<file path="src/rtl/matrix_mac_seq.sv">
// Sequential Q0.DW matrix-vector multiplier: LANES products per accepted chunk, one saturated result per row.
// Result is registered 1 cycle after a row's last chunk; row_ready_o is high throughout RUN, outputs have no backpressure.
module matrix_mac_seq #(
   parameter int DW    = 16,
   parameter int N     = 64,
   parameter int LANES = 4
) (
   input  logic                  clock_i,
   input  logic                  reset_i,
   input  logic                  start_i,
   input  logic                  rnd_i,
   input  logic [N*DW-1:0]       vec_in_i,
   input  logic                  row_valid_i,
   output logic                  row_ready_o,
   input  logic [LANES*DW-1:0]   row_data_i,
   output logic                  out_valid_o,
   output logic [DW-1:0]         out_data_o,
   output logic                  out_sat_o,
   output logic                  out_last_o,
   output logic                  busy_o,
   output logic                  done_o,
   output logic                  sat_any_o
);

   localparam int CHUNKS = N / LANES;
   localparam int AW     = DW + $clog2(N);
   localparam int CW     = (CHUNKS > 1) ? $clog2(CHUNKS) : 1;
   localparam int RW     = (N > 1) ? $clog2(N) : 1;
   localparam logic [2*DW-1:0] HALF = (2*DW)'(1) << (DW-1);

   typedef enum logic {IDLE, RUN} state_t;

   state_t            state_q;
   logic [N*DW-1:0]   vec_q;
   logic              rnd_q;
   logic [AW-1:0]     acc_q;
   logic [CW-1:0]     chunk_q;
   logic [RW-1:0]     row_q;
   logic              out_valid_q;
   logic [DW-1:0]     out_data_q;
   logic              out_sat_q;
   logic              out_last_q;
   logic              done_q;
   logic              sat_any_q;

   logic [AW-1:0]     acc_d;
   logic [DW-1:0]     a_lane;
   logic [DW-1:0]     b_lane;
   logic [2*DW-1:0]   prod;
   logic              sat_d;
   logic              row_end;
   logic              last_row;

   // Lane k multiplies A[chunk*LANES+k]; products are reduced to Q0.DW before accumulation.
   always_comb begin
      acc_d  = acc_q;
      a_lane = '0;
      b_lane = '0;
      prod   = '0;
      for (int k = 0; k < LANES; k++) begin
         a_lane = vec_q[(int'(chunk_q) * LANES + k) * DW +: DW];
         b_lane = row_data_i[k*DW +: DW];
         prod   = (2*DW)'(a_lane) * (2*DW)'(b_lane);
         if (rnd_q) begin
            prod = prod + HALF;
         end
         acc_d = acc_d + AW'(prod >> DW);
      end
   end

   assign sat_d    = |acc_d[AW-1:DW];
   assign row_end  = (chunk_q == CW'(CHUNKS-1));
   assign last_row = (row_q == RW'(N-1));

   always_ff @(posedge clock_i) begin
      if (reset_i) begin
         state_q     <= IDLE;
         vec_q       <= '0;
         rnd_q       <= 1'b0;
         acc_q       <= '0;
         chunk_q     <= '0;
         row_q       <= '0;
         out_valid_q <= 1'b0;
         out_data_q  <= '0;
         out_sat_q   <= 1'b0;
         out_last_q  <= 1'b0;
         done_q      <= 1'b0;
         sat_any_q   <= 1'b0;
      end else begin
         out_valid_q <= 1'b0;
         done_q      <= 1'b0;
         case (state_q)
            IDLE: begin
               if (start_i) begin
                  vec_q     <= vec_in_i;
                  rnd_q     <= rnd_i;
                  acc_q     <= '0;
                  chunk_q   <= '0;
                  row_q     <= '0;
                  sat_any_q <= 1'b0;
                  state_q   <= RUN;
               end
            end
            RUN: begin
               if (row_valid_i) begin
                  if (!row_end) begin
                     acc_q   <= acc_d;
                     chunk_q <= chunk_q + CW'(1);
                  end else begin
                     out_data_q  <= sat_d ? {DW{1'b1}} : acc_d[DW-1:0];
                     out_sat_q   <= sat_d;
                     sat_any_q   <= sat_any_q | sat_d;
                     out_valid_q <= 1'b1;
                     out_last_q  <= last_row;
                     acc_q       <= '0;
                     chunk_q     <= '0;
                     if (last_row) begin
                        done_q  <= 1'b1;
                        row_q   <= '0;
                        state_q <= IDLE;
                     end else begin
                        row_q <= row_q + RW'(1);
                     end
                  end
               end
            end
            default: state_q <= IDLE;
         endcase
      end
   end

   assign row_ready_o = (state_q == RUN);
   assign busy_o      = (state_q == RUN);
   assign out_valid_o = out_valid_q;
   assign out_data_o  = out_data_q;
   assign out_sat_o   = out_sat_q;
   assign out_last_o  = out_last_q;
   assign done_o      = done_q;
   assign sat_any_o   = sat_any_q;

endmodule

</file>
<file path="config.mk">
export PLATFORM = sky130hd
export DESIGN_NAME = matrix_mac_seq
export DESIGN_NICKNAME = d
export VERILOG_FILES = /design/src/rtl/matrix_mac_seq.sv
export SDC_FILE = /design/constraint.sdc
export NUM_CORES = 2
export LEC_CHECK = 0
export ABC_AREA = 1
export CORE_AREA = 2 2 432 434
export DETAILED_ROUTE_END_ITERATION = 8
export DIE_AREA = 0 0 434 436
export PLACE_DENSITY = 0.76
export SLEW_MARGIN = 20
export SYNTH_ARGS = -nofsm -noshare
export SYNTH_HDL_FRONTEND = slang
export SYNTH_SLANG_ARGS = --single-unit
</file>
<file path="constraint.sdc">
create_clock -name clock_i -period 22.9 [get_ports clock_i]
set_clock_uncertainty 0.05 [all_clocks]
set_input_delay 4.58 -clock clock_i [delete_from_list [all_inputs] [get_ports clock_i]]
set_output_delay 4.58 -clock clock_i [all_outputs]
set_load 0.01 [all_outputs]
</file>
Word level (Yosys, flattened, before mapping)

Index checks and enable logic that the tools add are counted.

Input bits: 1093
Memories: 0
Bits in latches: 0
Memory bits (writable): 0
Register bits after elaboration: 1079
ROM bits: 0
Output and inout port bits: 23
Word-level logic and storage cells: 78

Multiply operators: 4
Add/subtract/negate cells: 13
Equal/unequal tests: 5
Bitwise logic cells: 4
$lt $le $gt $ge: 0
Reduce and logical (&&, ||, !) cells: 7
Shift operators: 4
Mux-type cells: 29
Div/mod/pow operators: 0

Operators with widths:

| cell                   | number |
|---|---|
| $shiftx 1024x12->16    | 3 |
| $shiftx 1024x11->16    | 1 |
| $add 32x16->32 const B | 4 |
| $mul 16x16->32         | 4 |
| $mux 32                | 4 |
| $add 22x16->22         | 4 |
| $mux 22                | 3 |
| $pmux 22 s2            | 1 |
| $mux 6                 | 4 |
| $mux 16                | 1 |
| $add 6x2->7 const B    | 2 |
| $mux 4                 | 3 |
| $pmux 6 s2             | 1 |
| $mux 1                 | 9 |
| $pmux 4 s2             | 1 |
| $add 6x1->7 const B    | 1 |
| $add 6x1->6 const B    | 1 |
| $eq 6x6->1 const B     | 1 |
| $reduce_and 3->1       | 2 |
| $reduce_or 6->1        | 1 |
| $add 4x1->4 const B    | 1 |
| $eq 4x4->1 const B     | 1 |
| $ne 2x2->1 const B     | 2 |
| $pmux 1 s2             | 2 |
| 6 further kinds        | 9 |

Depth between registers and ports, before layout

Depth in word-level cells: 13
Gate-level depth with buffers: 62

Worst setup path after synthesis

No wires, ideal clock.

Path kind: input -> register
Start point: input row_data_i[52]
End point: register out_data_q[0] (netlist: out_data_o[0])
Library setup time: 132 ps
Stages on the path: 49
Arrival: 13820 ps
Required time: 22718 ps
Setup slack: 8898 ps
Path through: inv_1 > clkbuf_1 > nor2_1 > fa_1 > inv_1 > fa_1 > fa_1 > fa_1 > inv_1 > fa_1 > inv_1 > fa_1 > inv_1 > ha_1 > a21oi_1 > inv_1 > a31oi_1 > o21ai_0 > [13 not listed] > inv_1 > fa_1 > ha_1 > nand2_1 > nor2_1 > o21ai_0 > o211ai_1 > a31oi_1 > o21ai_0 > a21oi_1 > or2_2 > nand2_1 > nand2_1 > nor2_1 > nand4_2 > nand2_1 > buf_4 > a21oi_1

Longest elaborated chain between the ends: 6

Ends and longest elaborated chain:

| element              | RTL line | RTL |
|---|---|---|
| start, declared      | 15       | `input logic [LANES*DW-1:0] row_data_i,` |
| $mul 16x16->32 *     | 63       | `prod = (2*DW)'(a_lane) * (2*DW)'(b_lane);` |
| $add 32x16->32       | 65       | `prod = prod + HALF;` |
| $mux 32 *            | 64       | `if (rnd_q) begin` |
| $add 22x16->22 *     | 67       | `acc_d = acc_d + AW'(prod >> DW);` |
| $reduce_or 6->1      | 71       | `assign sat_d = \|acc_d[AW-1:DW];` |
| $mux 16 *            | 110      | `out_data_q <= sat_d ? {DW{1'b1}} : acc_d[DW-1:0];` |
| end signal, assigned | 110      |  |
| end, declared        | 40       | `logic [DW-1:0] out_data_q;` |

Every way passes the cells marked *; elsewhere a longest branch is shown, timed or not.
A chain may end at the register's enable or synchronous reset.

Final worst setup path

Start point: register chunk_q[0]
End point: register out_data_q[11] (netlist: out_data_o[11])

Longest elaborated chain between the ends: 10

Ends and longest elaborated chain:

| element                                               | RTL line | RTL |
|---|---|---|
| start, declared                                       | 37       | `logic [CW-1:0] chunk_q;` |
| start signal, assigned                                | 108      | `chunk_q <= chunk_q + CW'(1);` |
| $shiftx 1024x11->16 or $add 6x1->7 (tied branches)    | 61       | `a_lane = vec_q[(int'(chunk_q) * LANES + k) * DW +: DW];` |
| $mul 16x16->32 or $shiftx 1024x12->16 (tied branches) | 63, 61   |  |
| $add 32x16->32 or $mul 16x16->32 (tied branches)      | 65, 63   |  |
| $mux 32 or $add 32x16->32 (tied branches)             | 64, 65   |  |
| $add 22x16->22 or $mux 32 (tied branches)             | 67, 64   |  |
| $add 22x16->22 (3 in a row)                           | 67       |  |
| $reduce_or 6->1                                       | 71       |  |
| $mux 16                                               | 110      |  |

Parallel ways exist; a longest one is shown, timed or not.

==> flow_summary.toml <==
[floorplanning]
die-area_um2 = 189000
start_util = 0.451
top_level_pins = 1116
floorplan_core_area_um2 = 185000
die_height_um = 436
std_cell_rows = 158
chipWidth_um = 434

[clock_tree]
clock_insertion_delay_worst_skew_ns = 0.83
clkTransAtPathRegs_ns = 0.06
cts_setup_buffers = 0
cts_tree = "yes"
post_cts.resized_instances = 0
cts_max_level = 3
cts-hold-fix-buffers = 0
clock_path_buffers = 3
cts_root_buffer = "clkbuf_16"
clock_sink_count = 1079
cts_made_buffers = 118

[grt]
grt_pass1_wl_um = 505000
first_global_vias = 78500
grt_max_degree = 218
grt_antenna_before_repair = 153
global_route.usage.total = 0.360
gr-total-overflow = 0

[final_layout]
most_common_library_cell_in_the_layout_ignoring_fill_and_taps = "nor2_1"
finalInstanceArea_um2 = 100000
mostFrequentLayoutCells = "nor2_1, o21ai_0, inv_1"
areaGrowthSynthToFinish_pct = 20.1
drive_gt1_frac = 0.0318
layout.cells.non_filler = 14800
finish.net_count = 14500

[yosys]
synth_warn = 0
synth.lib_cells_used.distinct = 59
synthFlopType = "dfxtp_1"
adder_and_majority_gate_portion_of_the_synthesized_area = 0.262
synth_largest_area_cell = "dfxtp_1"
ys_seq_area_frac = 0.259
syn_avg_cell_area_um2 = 7.24
synthCells = 11500
post_synth_xor_area_fraction = 0.00995
async_reset_ff_frac = 0
ys_ff_latch = 1079
synth_simple_gate_area_share = 0.222
syn-cell-area_um2 = 83200
synth_compound_area_frac = 0.150
synthTopCellsByArea = "dfxtp_1, fa_1, nor2_1, o21ai_0, ha_1"
synth.mux.area_fraction = 0.000721
synth_nets = 13900
post-synth-top-area-fraction = 0.259
synth-edff-count = 0
synth_top_family_by_area = "adder cells"

[worst_hold_path]
holdCritStartpoint = "vec_q[512]"
worst_hold_path.num_cells = 2
hold_path.class = "flop to flop"

[place]
dp_hpwl_um = 274000
routabilityCongestion = 0.999
port_buffers = 1115
dpl-instance-area_um2 = 95600
place_inst = 14500

[setup_path]
worstSetupStartpointType = "flop"
worstPathMaxFanout = 70
worst_stage_delay_on_the_critical_path_ns = 0.69
critical_path.slowest_cell = "buf_4"
crit_required_ns = 23.42
r2r-end = "out_data_o[11]"
end_kind = "flop"
r2r_slack_ns = 7.46
worst_ep_arrival_time_ns = 15.97
crit_path_start = "chunk_q[0]"
worstSetupEndpoint = "out_data_o[11]"
cp_common_cell = "fa_1"
worstSetupPathType = "flop to flop"
ff2ff_path_depth = 52
crit-reg2reg-launch = "chunk_q[0]"

[sta]
layout_worst_path_cycle_share = 0.674
setup_viol = 0
worst_hold_slack_ns = 0.399
finalWorstPathRequiredPeriod_ns = 15.44
max-slew-margin-rel = 0.203
grt_setup_unrepaired = "false"
slew_at_the_pin_with_the_worst_max_slew_slack_ns = 1.19
finalHoldViolations = 0
finalMaxSlewViolations = 0
totalNegativeSetupSlack_ns = 0
timing.fmax_mhz = 64.7

[detailed_routing]
via_per_inst = 5.51
drcViolationCount = 0
routed_wirelength_um = 349000
remaining_antenna_violation_count = 0
drt-pass1-iter-count = 8
wire_length_per_cell_after_detailed_routing_um = 23.5
dr.first_iter.drc_count = 8358
count_of_vias_placed_by_the_detailed_router = 81800

[status]
status = "complete, no violations"

[job]
cap_violations = 0
worst min path at each step:
stage,endpoint,slack (ns)
4_1_cts,vec_q[512],0.40
2_1_floorplan,vec_q[0],0.37
6_report,vec_q[512],0.40
3_5_place_dp,vec_q[512],0.39
3_3_place_gp,vec_q[512],0.39
5_1_grt,vec_q[513],0.43
logic make-up after synthesis:
logic type | after synthesis
simple gates | 4717
compound gates | 2274
buf+inv | 2091
fa+ha+maj | 1252
flops | 1079
xor+xnor | 86
mux | 6
critical path: cells and delay by family (launching register included):
family	cells	cell delay, ns
buf+inv	10	3.39
compound gates	13	2.60
flops	1	0.56
xor+xnor	1	0.28
fa+ha+maj	12	5.12
simple gates	16	3.13
flip-flops by register name, summed over array words and instances (netlist names), 4 cells and up:
| name | cells |
|---|---|
| out_data_o | 16 |
| row_q | 6 |
| vec_q | 1024 |
| acc_q | 22 |
| chunk_q | 4 |
through the flow:
step / util / setup WS (ns)
after detailed placement: 0.518 / 7.17
after floorplan: - / 8.90
after CTS: 0.540 / 7.67
after global routing: 0.541 / 6.41
after global placement: 0.518 / 7.36
final: 0.541 / 7.46
routing by layer:
metal | GRT usage | share of wire
met1 | 0.434 | 0.38
met2 | 0.547 | 0.44
met3 | 0.0942 | 0.096
met4 | 0.280 | 0.085
met5 | 0 | 0.0011
final cells by class:
cell class	count	area, um2
clock inverters	50	702
diodes	114	285
multi-input cells	8335	53700
inverters	1417	5350
fillers	18200	84700
well taps	2480	3100
repair buffers	1199	11800
flip-flops and latches	1079	21600
clock buffers	167	3390
Yosys cell counts (all sizes together), types with 67 or more instances:
master  count
nand2    1334
clkbuf    607
fa        819
ha        433
o22ai      80
o221ai    147
nor2     3054
o21ai    1604
buf        67
a21oi     268
nand3     231
o211ai     94
inv      1399
dfxtp    1079
Power is left out: the tool's default activity adds up to more than one toggle a clock period on the data nets, which glitch-free logic cannot reach.
